[src/rtl/axil_mitm_rd.sv]
`default_nettype none
// ============================================================================
// axil_mitm_rd : AXI4-lite read broadcaster, one AR fanned out to M_COUNT
// masters, one merged R back. Optional rdata compare: AXIL_MITM_RD_CMP_EN.
// Revision: 1.0
// ============================================================================
module axil_mitm_rd #(
   parameter int M_COUNT    = 8,
   parameter int ADDR_WIDTH = 32,
   parameter int DATA_WIDTH = 32
) (
   input  logic                          clk,
   input  logic                          rst,
   input  logic [ADDR_WIDTH-1:0]         s_axil_araddr,
   input  logic [2:0]                    s_axil_arprot,
   input  logic                          s_axil_arvalid,
   output logic                          s_axil_arready,
   output logic [DATA_WIDTH-1:0]         s_axil_rdata,
   output logic [1:0]                    s_axil_rresp,
   output logic                          s_axil_rvalid,
   input  logic                          s_axil_rready,
   output logic [M_COUNT*ADDR_WIDTH-1:0] m_axil_araddr,
   output logic [M_COUNT*3-1:0]          m_axil_arprot,
   output logic [M_COUNT-1:0]            m_axil_arvalid,
   input  logic [M_COUNT-1:0]            m_axil_arready,
   input  logic [M_COUNT*DATA_WIDTH-1:0] m_axil_rdata,
   input  logic [M_COUNT*2-1:0]          m_axil_rresp,
   input  logic [M_COUNT-1:0]            m_axil_rvalid,
   output logic [M_COUNT-1:0]            m_axil_rready,
   output logic                          mismatch
);

   typedef enum logic [2:0] {
      ST_IDLE    = 3'b001,
      ST_COLLECT = 3'b010,
      ST_RESP    = 3'b100
   } state_t;

   state_t                  state_q;
   logic [ADDR_WIDTH-1:0]   araddr_q;
   logic [2:0]              arprot_q;
   logic [M_COUNT-1:0]      arvalid_q;
   logic [M_COUNT-1:0]      rready_q;
   logic [M_COUNT-1:0]      done_q;
   logic [DATA_WIDTH-1:0]   cap_data_q [M_COUNT];
   logic [1:0]              cap_resp_q [M_COUNT];
   logic                    s_arready_q;
   logic                    s_rvalid_q;
   logic [DATA_WIDTH-1:0]   s_rdata_q;
   logic [1:0]              s_rresp_q;
   logic                    mismatch_q;

   logic [M_COUNT-1:0]      r_hs;
   logic [M_COUNT-1:0]      done_d;
   logic [M_COUNT-1:0]      arvalid_d;
   logic [DATA_WIDTH-1:0]   eff_data [M_COUNT];
   logic [1:0]              eff_resp [M_COUNT];
   logic [1:0]              worst_resp;
   logic [1:0]              final_resp;
   logic                    data_diff;

   assign r_hs      = m_axil_rvalid & rready_q;
   assign done_d    = done_q | r_hs;
   assign arvalid_d = arvalid_q & ~m_axil_arready;

   // Beats landing this cycle are folded in so completion needs no extra cycle.
   generate
      for (genvar i = 0; i < M_COUNT; i++) begin : g_eff
         assign eff_data[i] = r_hs[i] ? m_axil_rdata[i*DATA_WIDTH +: DATA_WIDTH] : cap_data_q[i];
         assign eff_resp[i] = r_hs[i] ? m_axil_rresp[i*2 +: 2] : cap_resp_q[i];
      end
   endgenerate

   always_comb begin
      worst_resp = 2'b00;
      for (int i = 0; i < M_COUNT; i++) begin
         if (eff_resp[i] > worst_resp) worst_resp = eff_resp[i];
      end
   end

`ifdef AXIL_MITM_RD_CMP_EN
   always_comb begin
      data_diff = 1'b0;
      for (int i = 1; i < M_COUNT; i++) begin
         if (eff_data[i] != eff_data[0]) data_diff = 1'b1;
      end
   end
   // DECERR outranks the SLVERR raised by a data disagreement.
   assign final_resp = (data_diff && (worst_resp != 2'b11)) ? 2'b10 : worst_resp;
`else
   logic unused_data;
   always_comb begin
      unused_data = 1'b0;
      for (int i = 0; i < M_COUNT; i++) unused_data = unused_data ^ (^eff_data[i]);
   end
   assign data_diff  = 1'b0;
   assign final_resp = worst_resp;
`endif

   always_ff @(posedge clk) begin
      if (rst) begin
         state_q     <= ST_IDLE;
         araddr_q    <= '0;
         arprot_q    <= '0;
         arvalid_q   <= '0;
         rready_q    <= '0;
         done_q      <= '0;
         s_arready_q <= 1'b0;
         s_rvalid_q  <= 1'b0;
         s_rdata_q   <= '0;
         s_rresp_q   <= '0;
         mismatch_q  <= 1'b0;
         for (int i = 0; i < M_COUNT; i++) begin
            cap_data_q[i] <= '0;
            cap_resp_q[i] <= '0;
         end
      end else begin
         arvalid_q  <= arvalid_d;
         mismatch_q <= 1'b0;
         case (state_q)
            ST_IDLE: begin
               s_arready_q <= ~|arvalid_d;
               if (s_arready_q && s_axil_arvalid) begin
                  araddr_q    <= s_axil_araddr;
                  arprot_q    <= s_axil_arprot;
                  arvalid_q   <= '1;
                  rready_q    <= '1;
                  done_q      <= '0;
                  s_arready_q <= 1'b0;
                  state_q     <= ST_COLLECT;
               end
            end
            ST_COLLECT: begin
               rready_q <= rready_q & ~r_hs;
               done_q   <= done_d;
               for (int i = 0; i < M_COUNT; i++) begin
                  if (r_hs[i]) begin
                     cap_data_q[i] <= eff_data[i];
                     cap_resp_q[i] <= eff_resp[i];
                  end
               end
               if (&done_d) begin
                  s_rdata_q  <= eff_data[0];
                  s_rresp_q  <= final_resp;
                  s_rvalid_q <= 1'b1;
                  mismatch_q <= data_diff;
                  rready_q   <= '0;
                  state_q    <= ST_RESP;
               end
            end
            ST_RESP: begin
               if (s_axil_rready) begin
                  s_rvalid_q  <= 1'b0;
                  s_arready_q <= ~|arvalid_d;
                  state_q     <= ST_IDLE;
               end
            end
            default: state_q <= ST_IDLE;
         endcase
      end
   end

   assign s_axil_arready = s_arready_q;
   assign s_axil_rdata   = s_rdata_q;
   assign s_axil_rresp   = s_rresp_q;
   assign s_axil_rvalid  = s_rvalid_q;
   assign m_axil_araddr  = {M_COUNT{araddr_q}};
   assign m_axil_arprot  = {M_COUNT{arprot_q}};
   assign m_axil_arvalid = arvalid_q;
   assign m_axil_rready  = rready_q;
   assign mismatch       = mismatch_q;

endmodule
`default_nettype wire

[config.mk]
export PLATFORM = sky130hd
export DESIGN_NAME = axil_mitm_rd
export DESIGN_NICKNAME = d
export VERILOG_FILES = /design/src/rtl/axil_mitm_rd.sv
export SDC_FILE = /design/constraint.sdc
export NUM_CORES = 1
export LEC_CHECK = 0
export BUFFER_PORTS_ARGS = -buffer_cell sky130_fd_sc_hd__buf_2
export CAP_MARGIN = 20
export CORE_AREA = 2 2 260 262
export CTS_CLUSTER_SIZE = 10
export DETAILED_ROUTE_END_ITERATION = 8
export DIE_AREA = 0 0 262 264
export PLACE_DENSITY = 0.38
export SYNTH_ARGS = -nofsm -noshare
export SYNTH_HDL_FRONTEND = slang
export SYNTH_SLANG_ARGS = --single-unit
[constraint.sdc]
create_clock -name clk -period 11.2 [get_ports clk]
set_clock_uncertainty 0.05 [all_clocks]
set_input_delay 2.24 -clock clk [delete_from_list [all_inputs] [get_ports clk]]
set_output_delay 2.24 -clock clk [all_outputs]
set_load 0.02 [all_outputs]
==> impl_metrics.ini, run 1 <==
[power]
post-layout-total-power_mw = 1.74
power_density_nw_per_um2 = 173
max-vdd-ir-drop_uv = 112
p_leak_nw = 4.79

[global_routing]
grt_overflow = 0
grt_first_pass_wirelength_mm = 40.0
track_usage_pct = 7.98
antenna_found_initial = 8
grt_max_degree = 72
grt_pass1_vias = 6261

[min_path]
holdPathEnd = done_q[4]
hold_path_class = flip-flop to flip-flop
whs_path_depth = 1
hp-start = done_q[4]

[cts]
cts.clk_slew.worst_paths_ps = 70
cts_root_buf = clkbuf_16
h-tree-depth = 4
numCtsBuffers = 17
hold_buffers = 0
cts_tree = yes
cts.sinks = 146
cts_setup_buffers = 0
cts_resized = 0
clockBufferDepth = 2
clkLatencyLatePin_ps = 470

[detailed_routing]
drt_iter0_drc = 272
antenna_left = 0
wl_met3_mm = 3.18
wl_met1_mm = 11.6
route.met2.wl_mm = 12.8
num_vias = 6685
wl_per_cell_um = 14.1
via_per_inst = 3.37
firstDrtPassIters = 4
drt_wl_total_mm = 28.0
highest_layer = met5
drcViolationCount = 0

[yosys]
synth_fp_nets = 1272
syn_inst = 926
avgSynthCellArea_um2 = 8.81
syn_area_um2 = 8160
seq_area_frac_synth_pct = 41.7
yosysWarnings = 0
yosys.cell_types.count = 42
ys.flop_type = dfxtp_1
async_flop_share_pct = 0
synth-seq-cells = 146
synth_edf_count = 48

[critical_path]
required_ps = 11510
rr_worst_depth = 39
cp-end-kind = flip-flop
reg2reg_from = m_axil_rready[0]
reg2reg_to = s_axil_rresp[0]
worst-endpoint-arrival_ps = 9190
cpMaxStageDelayCell = a211oi_1
start_kind = input pin
cp_max_fo = 33
r2r_slack_ps = 3570
worstSetupPathType = input pin to flip-flop
cp_common_cell = ha_1
critPathMaxStageDelay_ps = 580

[cells_and_area]
layout_commonest_cell = buf_2
syn_to_final_growth_pct = 23.3
layout_common_cells = buf_2, nand2_1, dfxtp_1
drive_above_1_share_pct = 44.0
layout.cells.non_filler = 1984
fillCellCount = 7590
fin_nets = 1443
fin_area_um2 = 10100

[flow_run]
max_cap_viol_count = 0

[outcome]
status = complete, no violations

[floorplanning]
ioPinCount = 660
chipHeight_um = 264
rows = 95
die_area_um2 = 69200
core_um2 = 66600
start_util_pct = 12.3
die_w_um = 262

[place]
place_worst_setup_slack_ps = 1750
port_buffers = 434
dp_hpwl_mm = 19.9
dp_cells = 1951
dpl_cell_area_um2 = 9470
routabilityCongestion = 0.702

[sta]
slew_headroom_pct = 33.5
worst_slack_ps = 2330
worst_pin_slew_ps = 998
hold_violations = 0
fmax_ghz = 0.113
finalCriticalPeriod_ps = 8870
rsz0062_at_grt = no
maxSlewViolCount = 0
tns_ps = 0
finalCritPeriodShare_pct = 79.2
setup_viol = 0
## metal layers
layer	global-route usage, %	vias to the layer above
li1	-	3223
met1	9.02	3118
met2	12.9	294
met3	4.17	36
met4	2.43	14
met5	0	-
## area by class of cell
class | count | area (um^2) | area share (%)
Antenna cell | 1 | 2.50 | 0.0249
Clock buffer | 20 | 457 | 4.54
Clock inverter | 12 | 121 | 1.21
Inverter | 20 | 75.1 | 0.747
Multi-Input combinational cell | 471 | 2680 | 26.6
Sequential cell | 146 | 3400 | 33.9
Tap cell | 873 | 1090 | 10.9
Timing Repair Buffer | 441 | 2230 | 22.2
## critical path, delay by kind of cell
kind | cells | cell delay (ps)
multiplexers | 3 | 690
AND/OR/NAND/NOR | 8 | 960
buffers and inverters | 6 | 800
adder cells (fa/ha/maj) | 6 | 1600
AO/OA/AOI/OAI | 14 | 2890
## power breakdown
part           switching (mW)  internal [mW]  leakage [nW]
Combinational           0.356          0.159          3.23
Sequential             0.0517          0.582          1.29
Clock                   0.272          0.322         0.276
Total                   0.679           1.06          4.79
## metrics by stage
| step | hold WS [ps] | utilization (%) |
|---|---|---|
| 2_1_floorplan | 391 | - |
| 3_3_place_gp | 399 | 14.2 |
| 3_5_place_dp | 404 | 14.2 |
| 4_1_cts | 419 | 15.1 |
| 5_1_grt | 437 | 15.1 |
| 6_report | 414 | 15.1 |
## synth_stat cells (2+ instances only)
library cell,number,area [um^2]
a211oi_1,11,82.6
a21boi_0,2,15.0
a21oi_1,62,310
a311oi_1,34,298
and2_1,36,225
and3_1,7,43.8
buf_2,5,25.0
buf_4,249,1870
clkbuf_1,35,131
dfxtp_1,98,1960
edfxtp_1,48,1440
ha_1,19,238
inv_1,20,75.1
mux2i_1,8,80.1
nand2_1,112,420
nand2b_1,10,62.6
nand3_1,37,185
nand3b_1,2,15.0
nand4_1,3,18.8
nor2_1,76,285
nor3b_1,8,60.1
o211ai_1,2,15.0
o21a_1,9,67.6
o21ai_0,4,20.0
o22ai_1,4,25.0
or2_2,8,50.1
or4_1,2,15.0
## cell families (layout without fill, tap and decap cells)
kind of cell | Yosys count | in the layout | synth area share (%)
DFF | 146 | 146 | 41.7
and+or+nand+nor | 307 | 307 | 17.5
other | 1 | 2 | 0.0460
muxes | 8 | 8 | 0.982
AOI/OAI and AO/OA | 136 | 136 | 11.1
adders and majority gates | 19 | 19 | 2.92
buffers and inverters | 309 | 493 | 25.8
## sequential cells by signal (all words and copies together) (netlist names)
register and count:
m_axil_rready 8, s_axil_rdata 32, araddr_q 32, cap_resp_q 16
arprot_q 3, m_axil_arvalid 8, s_axil_arready 1, s_axil_rresp 2
done_q 8, state_q 3, cap_data_q 32, s_axil_rvalid 1
## worst max path at each step
stage,start,endpoint,slack [ps],cells past startpoint
2_1_floorplan,m_axil_rvalid[0],s_axil_rresp[0],2680,38
3_3_place_gp,m_axil_rvalid[0],s_axil_rresp[0],1830,37
3_5_place_dp,m_axil_rvalid[0],s_axil_rresp[0],1750,37
4_1_cts,m_axil_rvalid[0],s_axil_rresp[0],2270,35
5_1_grt,m_axil_rvalid[0],s_axil_rresp[0],1520,37
6_report,m_axil_rvalid[0],s_axil_rresp[0],2330,37
Power figures use the tool's default switching activity.
==> inputs of run 2 (changes only) <==
PLACE_DENSITY = 0.39   (was 0.38)
clock period = 7.8 ns   (was 11.2 ns; I/O delays follow)
==> impl_metrics.ini, run 2 (synthesis results as in run 1) <==
[power]
max-vdd-ir-drop_uv = 154
intPower_mw = 1.58
p_clk_share_pct = 34.9
p_sw_mw = 1.01
post-layout-total-power_mw = 2.59
comb_power_share_pct = 30.1
p_sw_share_pct = 39.0
p_leak_nw = 4.91
power_density_nw_per_um2 = 254
p_seq_share_pct = 35.0

[global_routing]
antenna_found_initial = 11
grt_overflow = 0
track_usage_pct = 7.99
grt_pass1_vias = 5908
grt_max_degree = 71
grt_first_pass_wirelength_mm = 39.3

[min_path]
holdPathEnd = done_q[5]
hp-start = done_q[5]
hold_path_class = flip-flop to flip-flop
whs_path_depth = 1

[sta]
slew_headroom_pct = 34.2
finalCritPeriodShare_pct = 94.2
setup_viol = 0
hold_violations = 0
worst_slack_ps = 449
finalCriticalPeriod_ps = 7350
worst_pin_slew_ps = 987
maxSlewViolCount = 0
fmax_ghz = 0.136

[cells_and_area]
num_antenna_cells = 0
syn_to_final_growth_pct = 25.5
post-route-util_pct = 15.4
layout_commonest_cell = buf_2
layout_common_cells = buf_2, nand2_1, dfxtp_1
fin_nets = 1460
drive_above_1_share_pct = 45.4
fin_area_um2 = 10200

[detailed_routing]
via_per_inst = 3.32
drt_iter0_drc = 303
num_vias = 6634
wl_per_cell_um = 14.1
drcViolationCount = 0
firstDrtPassIters = 4
antenna_left = 0
drt_wl_total_mm = 28.2

[critical_path]
cp_max_fo = 4
rr_worst_depth = 39
start_kind = input pin
cpMaxStageDelayCell = o211ai_1
reg2reg_from = m_axil_rready[0]
required_ps = 8180
r2r_slack_ps = 1110
critPathMaxStageDelay_ps = 360
worstSetupPathType = input pin to flip-flop
cp_common_cell = ha_1
cp.buffers_inverters = 8
path_delay_family = compound AO/OA/AOI/OAI gates
cp-end-kind = flip-flop
worst-endpoint-arrival_ps = 7730
reg2reg_to = s_axil_rresp[0]

[floorplanning]
core_um2 = 66600
chipHeight_um = 264
ioPinCount = 660
start_util_pct = 12.3
rows = 95
die_area_um2 = 69200
die_w_um = 262

[cts]
clkLatencyLatePin_ps = 480
h-tree-depth = 4
clockBufferDepth = 2
cts.sinks = 146
hold_buffers = 0
numCtsBuffers = 17
cts_root_buf = clkbuf_16
cts_tree = yes
cts.clk_slew.worst_paths_ps = 80

[place]
port_buffers = 434
routabilityCongestion = 0.705
place_worst_setup_slack_ps = -370
dp_hpwl_mm = 20.1
dpl_cell_area_um2 = 9590

[flow_run]
max_cap_viol_count = 0

[outcome]
status = complete, no violations
[run 2: changes by cell type in the layout (fill, tap and decap cells not counted), moves of 2 or more]
cell,delta
o22ai_1,-3
clkinvlp_4,-2
buf_4,+17
o22ai_2,+3
[run 2: repair_timing]
item	CTS	global route
setup buffers	0	1
hold endpoints to repair	0	0
setup endpoints to repair	0	1
resized for setup	0	9
[run 2: worst reg2reg max path, delay by kind of cell (launching register included)]
family / cells / cell delay, ps
AO/OA/AOI/OAI: 16 / 2480
adder cells (fa/ha/maj): 7 / 1820
AND/OR/NAND/NOR: 8 / 1030
flip-flops: 1 / 590
buffers and inverters: 7 / 430
multiplexers: 1 / 220
[run 2: final cells by class]
| cell class | instances | area [um^2] |
|---|---|---|
| multi-input cells | 471 | 2710 |
| well taps | 873 | 1090 |
| repair buffers | 458 | 2350 |
| flip-flops and latches | 146 | 3400 |
| inverters | 20 | 75.1 |
| fillers | 7577 | 56300 |
| clock inverters | 12 | 148 |
| clock buffers | 20 | 447 |
[run 2: how the worst max path moves through the flow]
stage                                start              end  slack [ps]  cells past startpoint
after floorplan           m_axil_rvalid[0]  s_axil_rresp[0]          70                     38
after global placement    m_axil_rvalid[1]  s_axil_rresp[0]        -380                     40
after detailed placement  m_axil_rvalid[1]  s_axil_rresp[0]        -370                     38
after CTS                 m_axil_rvalid[1]  s_axil_rresp[0]         130                     40
after global routing      m_axil_rvalid[1]  s_axil_rresp[0]         -30                     40
final                     m_axil_rvalid[1]  s_axil_rresp[0]         450                     40
[run 2: through the flow]
step | cells | hold WS (ps) | TNS (ps)
2_1_floorplan | 926 | 391 | 0
3_3_place_gp | 1967 | 400 | -382
3_5_place_dp | 1967 | 404 | -370
4_1_cts | 1999 | 421 | 0
5_1_grt | 2000 | 437 | -31.6
6_report | 2000 | 418 | 0
[run 2: metal layers]
layer	up-vias	global-route usage, %	routed length (um)
li1	3247	-	-
met1	3028	9.48	12400
met2	305	12.5	12600
met3	38	3.95	2770
met4	16	2.50	303
met5	-	0	100
[run 2: power by group through the flow]
stage,Sequential (mW),Combinational (mW),Clock (mW)
finish,0.909,0.781,0.904
global route,0.924,0.861,0.978
CTS,0.911,0.778,0.954
detailed placement,0.929,0.777,0
global placement,0.924,0.780,0
floorplan,0.957,0.611,0
